[src/rtl/scie_fir_pkg.sv]
// Shared definitions for the SCIE FIR sequencer.
// Holds the SCIE opcode words, the sequencer state encoding and the default
// frame geometry (taps per frame, result latency of the SCIE pipeline).
package scie_fir_pkg;

  localparam int DEFAULT_TAPS           = 5;
  localparam int DEFAULT_RESULT_LATENCY = 1;

  localparam logic [31:0] OP_LD_COEF   = 32'h0000_000B;
  localparam logic [31:0] OP_LD_SAMPLE = 32'h0000_002B;
  localparam logic [31:0] OP_COMPUTE   = 32'h0000_005B;

  typedef enum logic [2:0] {
    ST_ACCEPT  = 3'd0,
    ST_ISSUE_C = 3'd1,
    ST_ISSUE_S = 3'd2,
    ST_COMPUTE = 3'd3,
    ST_WAIT    = 3'd4,
    ST_HOLD    = 3'd5
  } state_t;

endpackage

[src/rtl/scie_fir_sequencer.sv]
// SCIE FIR sequencer.
// Accepts TAPS coefficient/sample pairs, streams each pair to the SCIE
// pipeline as a load-coefficient and a load-sample instruction, issues one
// compute instruction, waits RESULT_LATENCY cycles for the result and holds
// it on the output until downstream takes it.
//
// Ports
//   clock, reset            single clock, synchronous active-high reset
//   in_valid/in_ready       pair handshake; in_coef, in_sample are the pair
//   scie_valid              instruction issue strobe; scie_insn/rs1/rs2 are
//                           the instruction word and operands (0 when idle)
//   scie_rd                 signed result returned by the SCIE pipeline
//   out_valid/out_ready     result handshake; out_result is the FIR result
//   busy                    low only when idle at the start of a frame
//
// state      | meaning
// -----------+-----------------------------------------------------------
// ST_ACCEPT  | waiting for the pair at tap idx
// ST_ISSUE_C | issuing load-coefficient for tap idx
// ST_ISSUE_S | issuing load-sample for tap idx; last tap heads to compute
// ST_COMPUTE | issuing the compute instruction (one cycle)
// ST_WAIT    | waiting for the SCIE result; captured on the last cycle
// ST_HOLD    | presenting out_result until out_ready
module scie_fir_sequencer
  import scie_fir_pkg::*;
#(
  parameter int TAPS           = DEFAULT_TAPS,            // 1..16
  parameter int RESULT_LATENCY = DEFAULT_RESULT_LATENCY   // 1..4
) (
  input  logic        clock,
  input  logic        reset,
  input  logic        in_valid,
  output logic        in_ready,
  input  logic [15:0] in_coef,
  input  logic [15:0] in_sample,
  output logic        scie_valid,
  output logic [31:0] scie_insn,
  output logic [31:0] scie_rs1,
  output logic [31:0] scie_rs2,
  input  logic [31:0] scie_rd,
  output logic        out_valid,
  input  logic        out_ready,
  output logic [31:0] out_result,
  output logic        busy
);

  localparam logic [3:0] LAST_IDX = 4'(TAPS - 1);
  // WAIT counts down to zero, so it is loaded with one less than its length.
  localparam logic [1:0] LAT_LOAD = 2'(RESULT_LATENCY - 1);

  state_t      state;
  state_t      state_nxt;
  logic [3:0]  idx;
  logic [1:0]  lat_cnt;
  logic [15:0] coef_q;
  logic [15:0] sample_q;
  logic [31:0] result_q;

  always_ff @(posedge clock) begin
    if (reset) begin
      state <= ST_ACCEPT;
    end else begin
      state <= state_nxt;
    end
  end

  always_comb begin
    state_nxt = state;
    case (state)
      ST_ACCEPT:  if (in_valid) state_nxt = ST_ISSUE_C;
      ST_ISSUE_C: state_nxt = ST_ISSUE_S;
      ST_ISSUE_S: state_nxt = (idx == LAST_IDX) ? ST_COMPUTE : ST_ACCEPT;
      ST_COMPUTE: state_nxt = ST_WAIT;
      ST_WAIT:    if (lat_cnt == 2'd0) state_nxt = ST_HOLD;
      ST_HOLD:    if (out_ready) state_nxt = ST_ACCEPT;
      default:    state_nxt = ST_ACCEPT;
    endcase
  end

  always_ff @(posedge clock) begin
    if (reset) begin
      idx      <= '0;
      lat_cnt  <= '0;
      coef_q   <= '0;
      sample_q <= '0;
      result_q <= '0;
    end else begin
      if (state == ST_ACCEPT && in_valid) begin
        coef_q   <= in_coef;
        sample_q <= in_sample;
      end

      // idx stays on the last tap through compute/wait/hold so busy stays
      // high, and returns to zero only on the result handshake.
      if (state == ST_ISSUE_S && idx != LAST_IDX) begin
        idx <= idx + 4'd1;
      end else if (state == ST_HOLD && out_ready) begin
        idx <= '0;
      end

      if (state == ST_COMPUTE) begin
        lat_cnt <= LAT_LOAD;
      end else if (state == ST_WAIT && lat_cnt != 2'd0) begin
        lat_cnt <= lat_cnt - 2'd1;
      end

      // Result is taken bit-exact on the terminal WAIT cycle.
      if (state == ST_WAIT && lat_cnt == 2'd0) begin
        result_q <= scie_rd;
      end
    end
  end

  always_comb begin
    in_ready   = 1'b0;
    scie_valid = 1'b0;
    scie_insn  = '0;
    scie_rs1   = '0;
    scie_rs2   = '0;
    out_valid  = 1'b0;
    busy       = !(state == ST_ACCEPT && idx == 4'd0);
    case (state)
      ST_ACCEPT: in_ready = 1'b1;
      ST_ISSUE_C: begin
        scie_valid = 1'b1;
        scie_insn  = OP_LD_COEF;
        scie_rs1   = {16'b0, coef_q};
        scie_rs2   = {28'b0, idx};
      end
      ST_ISSUE_S: begin
        scie_valid = 1'b1;
        scie_insn  = OP_LD_SAMPLE;
        scie_rs1   = {16'b0, sample_q};
        scie_rs2   = {28'b0, idx};
      end
      ST_COMPUTE: begin
        scie_valid = 1'b1;
        scie_insn  = OP_COMPUTE;
      end
      ST_HOLD: out_valid = 1'b1;
      default: ;
    endcase
  end

  assign out_result = result_q;

endmodule

[config.mk]
export PLATFORM = sky130hd
export DESIGN_NAME = scie_fir_sequencer
export DESIGN_NICKNAME = d
export VERILOG_FILES = /design/src/rtl/scie_fir_pkg.sv /design/src/rtl/scie_fir_sequencer.sv
export SDC_FILE = /design/constraint.sdc
export NUM_CORES = 1
export LEC_CHECK = 0
export ABC_AREA = 1
export CAP_MARGIN = 20
export CORE_MARGIN = 1
export CORE_UTILIZATION = 23
export CTS_BUF_LIST = sky130_fd_sc_hd__clkbuf_8
export DETAILED_ROUTE_END_ITERATION = 8
export PLACE_DENSITY = 0.61
export SLEW_MARGIN = 10
export SYNTH_ARGS = -nofsm -noshare
export SYNTH_HDL_FRONTEND = slang
export SYNTH_SLANG_ARGS = --single-unit
[constraint.sdc]
create_clock -name clock -period 1.3 [get_ports clock]
set_input_delay 0.195 -clock clock [delete_from_list [all_inputs] [get_ports clock]]
set_output_delay 0.195 -clock clock [all_outputs]
set_load 0.01 [all_outputs]
Yosys cells after proc, flatten, opt, wreduce, memory -nomap -nowiden. Cells that the tools add are included. Widths: inputs -> output; s select.

Output and inout bits: 132. Register bits: 73. Word-level logic and storage cells: 47. Input port bits: 68.

Reductions and logical operators: 16. Multiplexer cells: 13. Add/subtract/negate cells: 2. Equal/unequal tests: 10.

Operator list (count): $pmux 16 s2 (1); $pmux 7 s3 (1); $pmux 3 s6 (1); $mux 4 (3); $mux 3 (3); $eq 3x2->1 const B (2); $eq 3x3->1 const B (2); $logic_and 1x1->1 (6); $add 4x1->4 const B (1); $eq 4x3->1 const B (1); $logic_not 4->1 (1); $ne 2x2->1 const B (2); $ne 4x3->1 const B (1); $reduce_bool 2->1 (2); $reduce_or 2->1 (2); $eq 3x1->1 const B (1); $logic_not 3->1 (1); $mux 1 (3); $reduce_and 3->1 (1); $reduce_or 3->1 (1); $logic_not 2->1 (1); $mux 2 (1); $ne 2x1->1 const B (1); $sub 2x1->2 const B (1); $logic_not 1->1 (1).

Depth between registers and ports, before layout. Gate-level depths: netlist (run 1).

Depth after elaboration: 4. Depth in mapped cells: 8. Depth with buffers taken out: 8.

Least setup slack after synthesis (run 1). Ideal clock, no wire load.

Path kind: register -> output. Start: reg state[2]. End: out scie_rs1[11]. Buffers on the path: 2. Required time: 1105 ps. Arrival: 1163 ps. Path slack: -58 ps. Cell stages (with the launch flop): 6. Cells stage by stage: dfxtp_1 -> buf_4 -> inv_2 -> nand3_1 -> clkbuf_2 -> o21ai_0.

Longest elaborated chain between the ends: 2. Elaborated cells between the ends (all ways): 3. Those cells by class: eq/ne (2); mux (1).

RTL lines: start, declared (line scie_fir_sequencer.sv:51) `state_t state;`; start signal, assigned (line scie_fir_sequencer.sv:63) `state <= state_nxt;`; $eq 3x2->1 or $eq 3x1->1 (tied branches) (line scie_fir_sequencer.sv:122) `case (state)`; $pmux 16 s2 (*) (line scie_fir_sequencer.sv:122); end, declared (line scie_fir_sequencer.sv:38) `output logic [31:0] scie_rs1,`.

Mark *: on every way between the ends. The rest lies on a longest branch, timed or not.

Worst setup path after layout (run 1).
Start: reg state[1]. End: reg result_q[11], in the netlist out_result[11].

Longest elaborated chain between the ends: 2.

RTL lines: $eq 3x3->1 (line scie_fir_sequencer.sv:108) `if (state == ST_WAIT && lat_cnt == 2'd0) begin`; $logic_and 1x1->1 (line scie_fir_sequencer.sv:108); end signal, assigned (line scie_fir_sequencer.sv:109) `result_q <= scie_rd;`; end, declared (line scie_fir_sequencer.sv:57) `logic [31:0] result_q;`.

Every way passes these cells. A chain may end at the register's enable or synchronous reset.

==> impl_metrics.env, run 1 <==
export IMPL_status="finished with violations"
export IMPL_failed_checks="negative setup slack"
export IMPL_p_seq_share_pct=32.0
export IMPL_cp_max_fo=8
export IMPL_remaining_drc_errors=0
export IMPL_layout_nets=733
export IMPL_post_drt_wl_per_cell_um=13.4
export IMPL_hold_viol_final=0
export IMPL_irDropWorstVdd_mv=0.773
export IMPL_cts_hold_buffers_added=0
export IMPL_rows=45
export IMPL_combPwrFrac_pct=44.4
export IMPL_p_switching_uw=3080
export IMPL_syn_area_um2=3680
export IMPL_clockBufferDepth=2
export IMPL_final_common_cell="conb_1"
export IMPL_setup_violations=97
export IMPL_rsz0062_at_grt="true"
export IMPL_worstSetupStartpointType="flop"
export IMPL_cts_root_buf="clkbuf_8"
export IMPL_fin_skew_ns=0.00491
export IMPL_min_period_over_period_pct=126
export IMPL_diodes=0
export IMPL_fin_area_um2=6120
export IMPL_synth_distinct_cells=22
export IMPL_crit_top_cell="buf_4"
export IMPL_cp_required_ns=1.56
export IMPL_initial_utilization_pct=23.8
export IMPL_cts_tree="built"
export IMPL_drv_cap=0
export IMPL_grt_pass1_wl_um=15700
export IMPL_period_minus_slack_ns=1.64
export IMPL_async_reset_ff_share_pct=0
export IMPL_antenna_found_initial=0
export IMPL_power_density_nw_per_um2=1410
export IMPL_layout_common_cells="70 x conb_1, 68 x dfxtp_1, 67 x clkdlybuf4s50_1"
export IMPL_h_tree_depth=3
export IMPL_grtUsageTotal_pct=12.5
export IMPL_max_freq_mhz=609
export IMPL_p_leak_uw=0.00260
export IMPL_cp_data_arrival_time_ns=1.91
export IMPL_synth_ff_type="dfxtp_1"
export IMPL_endpoint_kind="flop"
export IMPL_critPathTopFamily="buffers and inverters"
export IMPL_wl_um=11700
export IMPL_final_cells=877
export IMPL_cp_slowest_cell="dfxtp_4"
export IMPL_n_fill_cell=1588
export IMPL_die_area_um2=16500
export IMPL_ys_warn_count=0
export IMPL_netSwitchingFraction_pct=35.5
export IMPL_timing_final_ws_setup_ns=-0.343
export IMPL_post_drt_via_cell_ratio=4.12
export IMPL_dieHeight_um=128
export IMPL_synth_edf_count=0
export IMPL_clk_insertion_delay_late_ns=0.37
export IMPL_die_w_um=128
export IMPL_vias=3612
export IMPL_dp_cells=836
export IMPL_area_growth_pct=66.3
export IMPL_drive_above_1_share_pct=33.0
export IMPL_avgSynthCellArea_um2=7.44
export IMPL_p_int_uw=5580
export IMPL_path_cells="buf_6 > nor2_4 > buf_4 > buf_4 > nand3_4 > clkbuf_16 > o21ai_0 > a21oi_1"
export IMPL_cts_buffers=9
export IMPL_path_clk_slew_ns=0.08
export IMPL_drt_first_iter_violations=106
export IMPL_cts_num_sinks=73
export IMPL_final_max_slew_viol_count=0
export IMPL_ys_ff_latch=73
export IMPL_firstDrtPassIters=4
export IMPL_io_pins=200
export IMPL_critPathKind="flop to flop"
export IMPL_clkPwrFrac_pct=23.7
export IMPL_holdCritPathClass="primary input to flop"
export IMPL_critPathBufInv=4
export IMPL_place_area_um2=5070
export IMPL_crit_path_max_incr_delay_ns=0.37
export IMPL_coreArea_um2=15400
export IMPL_grt_overflow=0
export IMPL_numPortBuffers=129
export IMPL_gp_congestion=0.746
export IMPL_yosysSeqAreaShare_pct=39.7
export IMPL_drtAntennaViolNets=0
export IMPL_post_dp_hpwl_um=6600
export IMPL_synthCells=494
export IMPL_grt_pass1_vias=3058
export IMPL_grt_start_max_net_pins=64
==> stage by stage <==
stage | power [uW] | hold slack [ns] | utilization, % | setup TNS, ns | worst slack, ns
after floorplan | 4290 | 0.343 | - | -0.0387 | -0.00430
after global placement | 5320 | 0.428 | 32.9 | -18.52 | -0.392
after detailed placement | 5320 | 0.433 | 32.9 | -20.70 | -0.429
after CTS | 7980 | 0.373 | 36.2 | -20.75 | -0.345
after global routing | 9160 | 0.382 | 39.7 | -30.57 | -0.414
final | 8650 | 0.394 | 39.7 | -23.40 | -0.343
==> cells by family (layout without fill, tap and decap cells) <==
| logic type | after synthesis | in the layout | synth area share, % |
|---|---|---|---|
| flip-flops | 73 | 73 | 39.7 |
| other | 1 | 70 | 0.102 |
| AND/OR/NAND/NOR | 125 | 128 | 15.7 |
| AO/OA/AOI/OAI | 124 | 124 | 16.9 |
| buffers and inverters | 168 | 268 | 26.5 |
| adder cells (fa/ha/maj) | 3 | 3 | 1.02 |
==> worst min-delay path: stages <==
cell and delay, ns:
clkdlybuf4s50_1 0.41, nand3_2 0.08, a21oi_2 0.04
==> registers in the layout, indices dropped and copies added (netlist names) <==
register	cells
coef_q	16
idx	4
lat_cnt	2
out_result	32
sample_q	16
state	3
==> final timing paths <==
check | slack, ns | to | from | cells after the start
setup / recovery | -0.34 | out_result[11] | state[1] | 8
hold / removal | 0.39 | coef_q[15] | in_coef[15] | 3
setup reg to reg | -0.34 | out_result[11] | state[1] | 8
hold reg to reg | 0.44 | out_result[1] | out_result[1] | 2
==> metal layers <==
metal | vias to the layer above | part of all wire, % | global-route usage [%]
met1 | 1666 | 40 | 14.0
met3 | 11 | 9.3 | 5.70
met4 | 0 | 1.2 | 4.57
met2 | 153 | 49 | 20.7
li1 | 1782 | - | -
met5 | - | 0 | 0
==> timing repair <==
action,4_1_cts,5_1_grt
setup buffers,12,4
pin swaps,17,27
setup endpoints to repair,130,102
gates cloned,3,11
gates resized for setup,277,87
==> area by class of cell <==
| type | count | area [um2] | share of cell area (%) |
|---|---|---|---|
| clock buffer | 10 | 138 | 2.25 |
| inverter | 68 | 270 | 4.42 |
| sequential | 73 | 1470 | 24.1 |
| multi-input combinational | 325 | 2020 | 33.0 |
| timing repair buffer | 185 | 1870 | 30.6 |
| tap | 211 | 264 | 4.32 |
| clock inverter | 5 | 80.1 | 1.31 |
==> cell usage after synthesis (all sizes together), types with 3 or more instances <==
| library cell | count | share of area [%] |
|---|---|---|
| o21ai | 52 | 7.1 |
| nand2 | 64 | 6.7 |
| buf | 88 | 18 |
| nand4 | 4 | 0.68 |
| nor2 | 13 | 2.0 |
| ha | 3 | 1.0 |
| inv | 68 | 6.9 |
| a21oi | 71 | 9.7 |
| dfxtp | 73 | 40 |
| clkbuf | 12 | 1.3 |
| nand3 | 43 | 6.1 |
==> power groups by stage <==
stage	clock [uW]	combinational (uW)	sequential (uW)
after CTS	2140	3100	2750
after detailed placement	0	2560	2770
after floorplan	0	1450	2840
final	2050	3840	2770
after global routing	2230	4120	2810
after global placement	0	2560	2760
(Power assumes the default switching activity.)
==> inputs of run 2 (changes only) <==
- PLACE_DENSITY: 0.61 -> not set
==> impl_metrics.env, run 2 (same netlist as run 1, synthesis figures left out) <==
export IMPL_path_clk_slew_ns=0.09
export IMPL_n_fill_cell=1580
export IMPL_diodes=0
export IMPL_p_leak_uw=0.00266
export IMPL_power_density_nw_per_um2=1390
export IMPL_rows=45
export IMPL_hold_viol_final=0
export IMPL_post_dp_hpwl_um=7280
export IMPL_gp_congestion=0.815
export IMPL_place_area_um2=5110
export IMPL_cp_slowest_cell="dfxtp_4"
export IMPL_clockBufferDepth=2
export IMPL_die_area_um2=16500
export IMPL_io_pins=200
export IMPL_timing_final_ws_setup_ns=-0.347
export IMPL_post_drt_via_cell_ratio=4.07
export IMPL_r2r_start="state[1]"
export IMPL_tns_ns=-21.99
export IMPL_largest_reg_flops=32
export IMPL_period_minus_slack_ns=1.65
export IMPL_max_freq_mhz=607
export IMPL_cts_buffers=9
export IMPL_drv_cap=0
export IMPL_timing_hold_ws_ns=0.404
export IMPL_drtAntennaViolNets=0
export IMPL_initial_utilization_pct=23.8
export IMPL_status="finished with violations"
export IMPL_drive_above_1_share_pct=35.2
export IMPL_grt_overflow=0
export IMPL_grt_start_max_net_pins=36
export IMPL_final_core_util_pct=40.0
export IMPL_layout_nets=743
export IMPL_grtUsageTotal_pct=14.1
export IMPL_use_met1_pct=16.1
export IMPL_setup_violations=100
export IMPL_failed_checks="negative setup slack"
export IMPL_vias=3607
export IMPL_fin_area_um2=6170
export IMPL_drt_first_iter_violations=123
export IMPL_use_met3_pct=6.82
export IMPL_cts_tree="built"
export IMPL_hp_start="in_sample[3]"
export IMPL_total_power_uw=8540
export IMPL_endpoint_kind="output pin"
export IMPL_cts_root_buf="clkbuf_8"
export IMPL_cts_num_sinks=73
export IMPL_layout_common_cells="70 x conb_1, 69 x dfxtp_1, 67 x clkdlybuf4s50_1"
export IMPL_cp_max_fo=6
export IMPL_multi_input_area_um2=2060
export IMPL_die_w_um=128
export IMPL_firstDrtPassIters=4
export IMPL_numPortBuffers=129
export IMPL_final_max_slew_viol_count=0
export IMPL_post_drt_wl_per_cell_um=13.1
export IMPL_area_growth_pct=67.7
export IMPL_irDropWorstVdd_mv=0.703
export IMPL_seq_area_um2=1470
export IMPL_cp_data_arrival_time_ns=1.45
export IMPL_rr_worst_depth=8
export IMPL_cp_required_ns=1.11
export IMPL_r2r_slack_ns=-0.29
export IMPL_cts_hold_buffers_added=0
export IMPL_fin_skew_ns=0.0107
export IMPL_grt_pass1_vias=3502
export IMPL_crit_path_max_incr_delay_ns=0.37
export IMPL_holdCritPathClass="primary input to flop"
export IMPL_grt_use_met2_pct=22.6
export IMPL_busiest_layer="met2"
export IMPL_rsz0062_at_grt="true"
export IMPL_final_common_cell="conb_1"
export IMPL_path_cells="buf_6 > nand3_4 > clkbuf_16 > o21ai_2 > buf_2"
export IMPL_clk_insertion_delay_late_ns=0.36
export IMPL_min_period_over_period_pct=127
export IMPL_worstSetupStartpointType="flop"
export IMPL_critPathKind="flop to output pin"
export IMPL_dieHeight_um=128
export IMPL_h_tree_depth=3
export IMPL_wl_um=11700
export IMPL_coreArea_um2=15400
export IMPL_antenna_found_initial=0
export IMPL_remaining_drc_errors=0
export IMPL_grt_pass1_wl_um=17700
export IMPL_holdPathEnd="sample_q[3]"
export IMPL_holdPathStages=3
export IMPL_r2r_end="out_result[2]"
-- run 2: cell types whose count changed in the layout (fill, tap and decap cells not counted), moves of 3 or more --
cell	before	now
buf_4	26	35
buf_8	3	0
nand3_2	11	26
o21ai_4	0	4
o21ai_1	29	13
o21ai_2	18	14
clkbuf_16	7	1
inv_4	4	0
inv_2	6	11
o21ai_0	5	21
buf_16	0	3
nand3_1	25	15
nand3_4	7	2
-- run 2: per-stage QoR --
step	worst slack, ns	std cells
floorplan	-0.00430	563
finish	-0.347	887
global placement	-0.498	841
CTS	-0.365	885
detailed placement	-0.481	841
global route	-0.411	887
-- run 2: how the worst max path moves through the flow --
stage                   from      endpoint  slack, ns  cells after the start
floorplan           state[2]  scie_rs1[11]     -0.004                      7
global placement    state[1]   scie_rs1[1]      -0.50                      5
detailed placement  state[1]   scie_rs1[8]      -0.48                      5
CTS                 state[1]  scie_insn[3]      -0.36                      5
global route        state[1]          busy      -0.41                      6
finish              state[0]   scie_rs1[7]      -0.35                      5
-- run 2: area by class of cell --
type                       instances  share of cell area [%]
multi-input combinational        325                    33.4
timing repair buffer             195                    31.3
sequential                        73                    23.8
tap                              211                    4.28
inverter                          68                    4.14
clock buffer                       9                    2.01
clock inverter                     6                   0.994
-- run 2: repair_timing --
action                                  4_1_cts  5_1_grt
buffers inserted                             20        1
gates resized for setup                     283       71
hold endpoints to repair                      0        0
endpoints found under the setup margin      130      102
gates cloned                                 10        1
pin swaps                                    29       10
-- run 2: report_power, final --
| part | switching (uW) | internal (uW) | leakage [uW] | total, uW |
|---|---|---|---|---|
| combinational | 1970 | 2040 | 0.00197 | 4010 |
| sequential | 208 | 2560 | 0.000598 | 2770 |
| clock | 890 | 869 | 0.000100 | 1760 |
-- run 2: per-layer routing --
layer  part of all wire [%]  vias to the layer above
met5                      0                        -
met4                    2.6                        0
met3                     11                       21
met2                     47                      179
met1                     40                     1610
li1                       -                     1797
-- run 2: critical path, delay by kind of cell (launching register included) --
family                 cells  cell delay (ns)
AND/OR/NAND/NOR            1             0.13
AO/OA/AOI/OAI              1             0.14
buffers and inverters      3             0.45
flip-flops                 1             0.37
==> inputs of run 3 (changes only) <==
- TNS_END_PERCENT: not set -> 50
==> impl_metrics.env, run 3 (same netlist as run 1, synthesis figures left out) <==
export IMPL_status="finished with violations"
export IMPL_failed_checks="negative setup slack"
export IMPL_critPathTopFamily="buffers and inverters"
export IMPL_largest_reg_flops=32
export IMPL_post_drt_via_cell_ratio=4.05
export IMPL_critPathKind="flop to output pin"
export IMPL_crit_start="state[0]"
export IMPL_p_seq_share_pct=32.4
export IMPL_h_tree_depth=3
export IMPL_layout_nets=744
export IMPL_cp_data_arrival_time_ns=1.45
export IMPL_io_pins=200
export IMPL_dieHeight_um=128
export IMPL_gp_congestion=0.815
export IMPL_clkPwrFrac_pct=20.6
export IMPL_clockBufferDepth=2
export IMPL_drive_above_1_share_pct=34.6
export IMPL_netSwitchingFraction_pct=35.9
export IMPL_r2r_start="state[1]"
export IMPL_initial_utilization_pct=23.8
export IMPL_p_int_uw=5460
export IMPL_endpoint_kind="output pin"
export IMPL_crit_end="scie_rs1[7]"
export IMPL_timing_final_ws_setup_ns=-0.345
export IMPL_cts_hold_buffers_added=0
export IMPL_min_period_over_period_pct=127
export IMPL_cts_num_sinks=73
export IMPL_fin_skew_ns=0.0128
export IMPL_post_dp_hpwl_um=7280
export IMPL_path_clk_slew_ns=0.09
export IMPL_grt_overflow=0
export IMPL_final_common_cell="conb_1"
export IMPL_worstSetupPathDepth=5
export IMPL_p_leak_uw=0.00262
export IMPL_total_power_uw=8510
export IMPL_cts_buffers=9
export IMPL_setup_violations=100
export IMPL_grt_start_max_net_pins=36
export IMPL_firstDrtPassIters=4
export IMPL_cp_slowest_cell="dfxtp_4"
export IMPL_cts_tree="built"
export IMPL_max_freq_mhz=608
export IMPL_remaining_drc_errors=0
export IMPL_cp_required_ns=1.11
export IMPL_numPortBuffers=129
export IMPL_clk_insertion_delay_late_ns=0.36
export IMPL_wl_um=11600
export IMPL_rsz0062_at_grt="true"
export IMPL_rr_worst_depth=9
export IMPL_die_area_um2=16500
export IMPL_diodes=0
export IMPL_rows=45
export IMPL_cp_max_fo=6
export IMPL_worstSetupStartpointType="flop"
export IMPL_grt_pass1_wl_um=17700
export IMPL_area_growth_pct=66.8
export IMPL_post_drt_wl_per_cell_um=13.1
export IMPL_combPwrFrac_pct=46.9
export IMPL_drtAntennaViolNets=0
export IMPL_r2r_slack_ns=-0.30
export IMPL_holdCritPathClass="primary input to flop"
export IMPL_crit_path_max_incr_delay_ns=0.37
export IMPL_layout_common_cells="70 x conb_1, 69 x dfxtp_1, 67 x clkdlybuf4s50_1"
export IMPL_grt_pass1_vias=3502
export IMPL_drv_cap=0
export IMPL_p_switching_uw=3050
export IMPL_vias=3598
export IMPL_die_w_um=128
export IMPL_critPathBufInv=3
export IMPL_cts_root_buf="clkbuf_8"
export IMPL_hold_viol_final=0
export IMPL_period_minus_slack_ns=1.65
export IMPL_fin_area_um2=6130
export IMPL_r2r_end="out_result[19]"
export IMPL_grtUsageTotal_pct=14.1
export IMPL_place_area_um2=5110
export IMPL_irDropWorstVdd_mv=0.704
export IMPL_power_density_nw_per_um2=1390
export IMPL_final_max_slew_viol_count=0
export IMPL_drt_first_iter_violations=133
export IMPL_path_cells="buf_6 > nand3_4 > clkbuf_16 > o21ai_2 > buf_2"
export IMPL_antenna_found_initial=0
export IMPL_coreArea_um2=15400
run 3: cell types whose count changed in the layout (fill, tap and decap cells not counted), sizes merged:
cell | previous run | this run
buf | 91 | 94
bufbuf | 2 | 0
run 3: per-layer routing:
| layer | vias up | global-route usage, % | routed length [um] |
|---|---|---|---|
| li1 | 1800 | - | - |
| met3 | 14 | 6.82 | 1250 |
| met5 | - | 0 | 0 |
| met2 | 171 | 22.5 | 5480 |
| met4 | 0 | 5.81 | 189 |
| met1 | 1613 | 16.0 | 4710 |
run 3: tightest hold or removal path: cells and delay by family:
family                 cells  cell delay, ns
AND/OR/NAND/NOR            1            0.08
buffers and inverters      1            0.41
AO/OA/AOI/OAI              1            0.04
run 3: worst min path at each step:
stage               depth (start not counted)              to      startpoint  slack (ns)
floorplan                                   2     sample_q[4]    in_sample[4]        0.34
global placement                            2  out_result[14]  out_result[14]        0.43
detailed placement                          2  out_result[31]  out_result[31]        0.43
CTS                                         3     sample_q[4]    in_sample[4]        0.39
global route                                3     sample_q[3]    in_sample[3]        0.40
finish                                      3     sample_q[3]    in_sample[3]        0.41
run 3: repair_timing:
action,4_1_cts,5_1_grt
setup endpoints to repair,130,103
pin swaps,28,7
hold endpoints to repair,0,0
cloned,9,1
setup buffers,19,4
resized for setup,277,75
run 3: power by group through the flow:
| stage | logic [uW] | registers (uW) | clock network (uW) |
|---|---|---|---|
| finish | 4000 | 2760 | 1760 |
| global placement | 2550 | 2770 | 0 |
| global route | 4290 | 2800 | 1930 |
| detailed placement | 2550 | 2770 | 0 |
| floorplan | 1450 | 2840 | 0 |
| CTS | 3700 | 2740 | 1840 |
run 3: metrics by stage:
step	util (%)	hold slack (ns)	std cells	worst slack, ns	TNS, ns
detailed placement	33.1	0.434	841	-0.481	-26.73
global placement	33.1	0.429	841	-0.498	-24.64
finish	39.8	0.405	888	-0.345	-22.19
global route	39.8	0.400	888	-0.411	-29.70
floorplan	-	0.343	563	-0.00430	-0.0387
CTS	38.3	0.386	883	-0.365	-20.36
run 3: area by class of cell:
type | count | area (um2)
tap | 211 | 264
clock inverter | 6 | 61.3
timing repair buffer | 196 | 1940
inverter | 68 | 255
sequential | 73 | 1470
multi-input combinational | 325 | 2020
fill | 1578 | 9290
clock buffer | 9 | 124
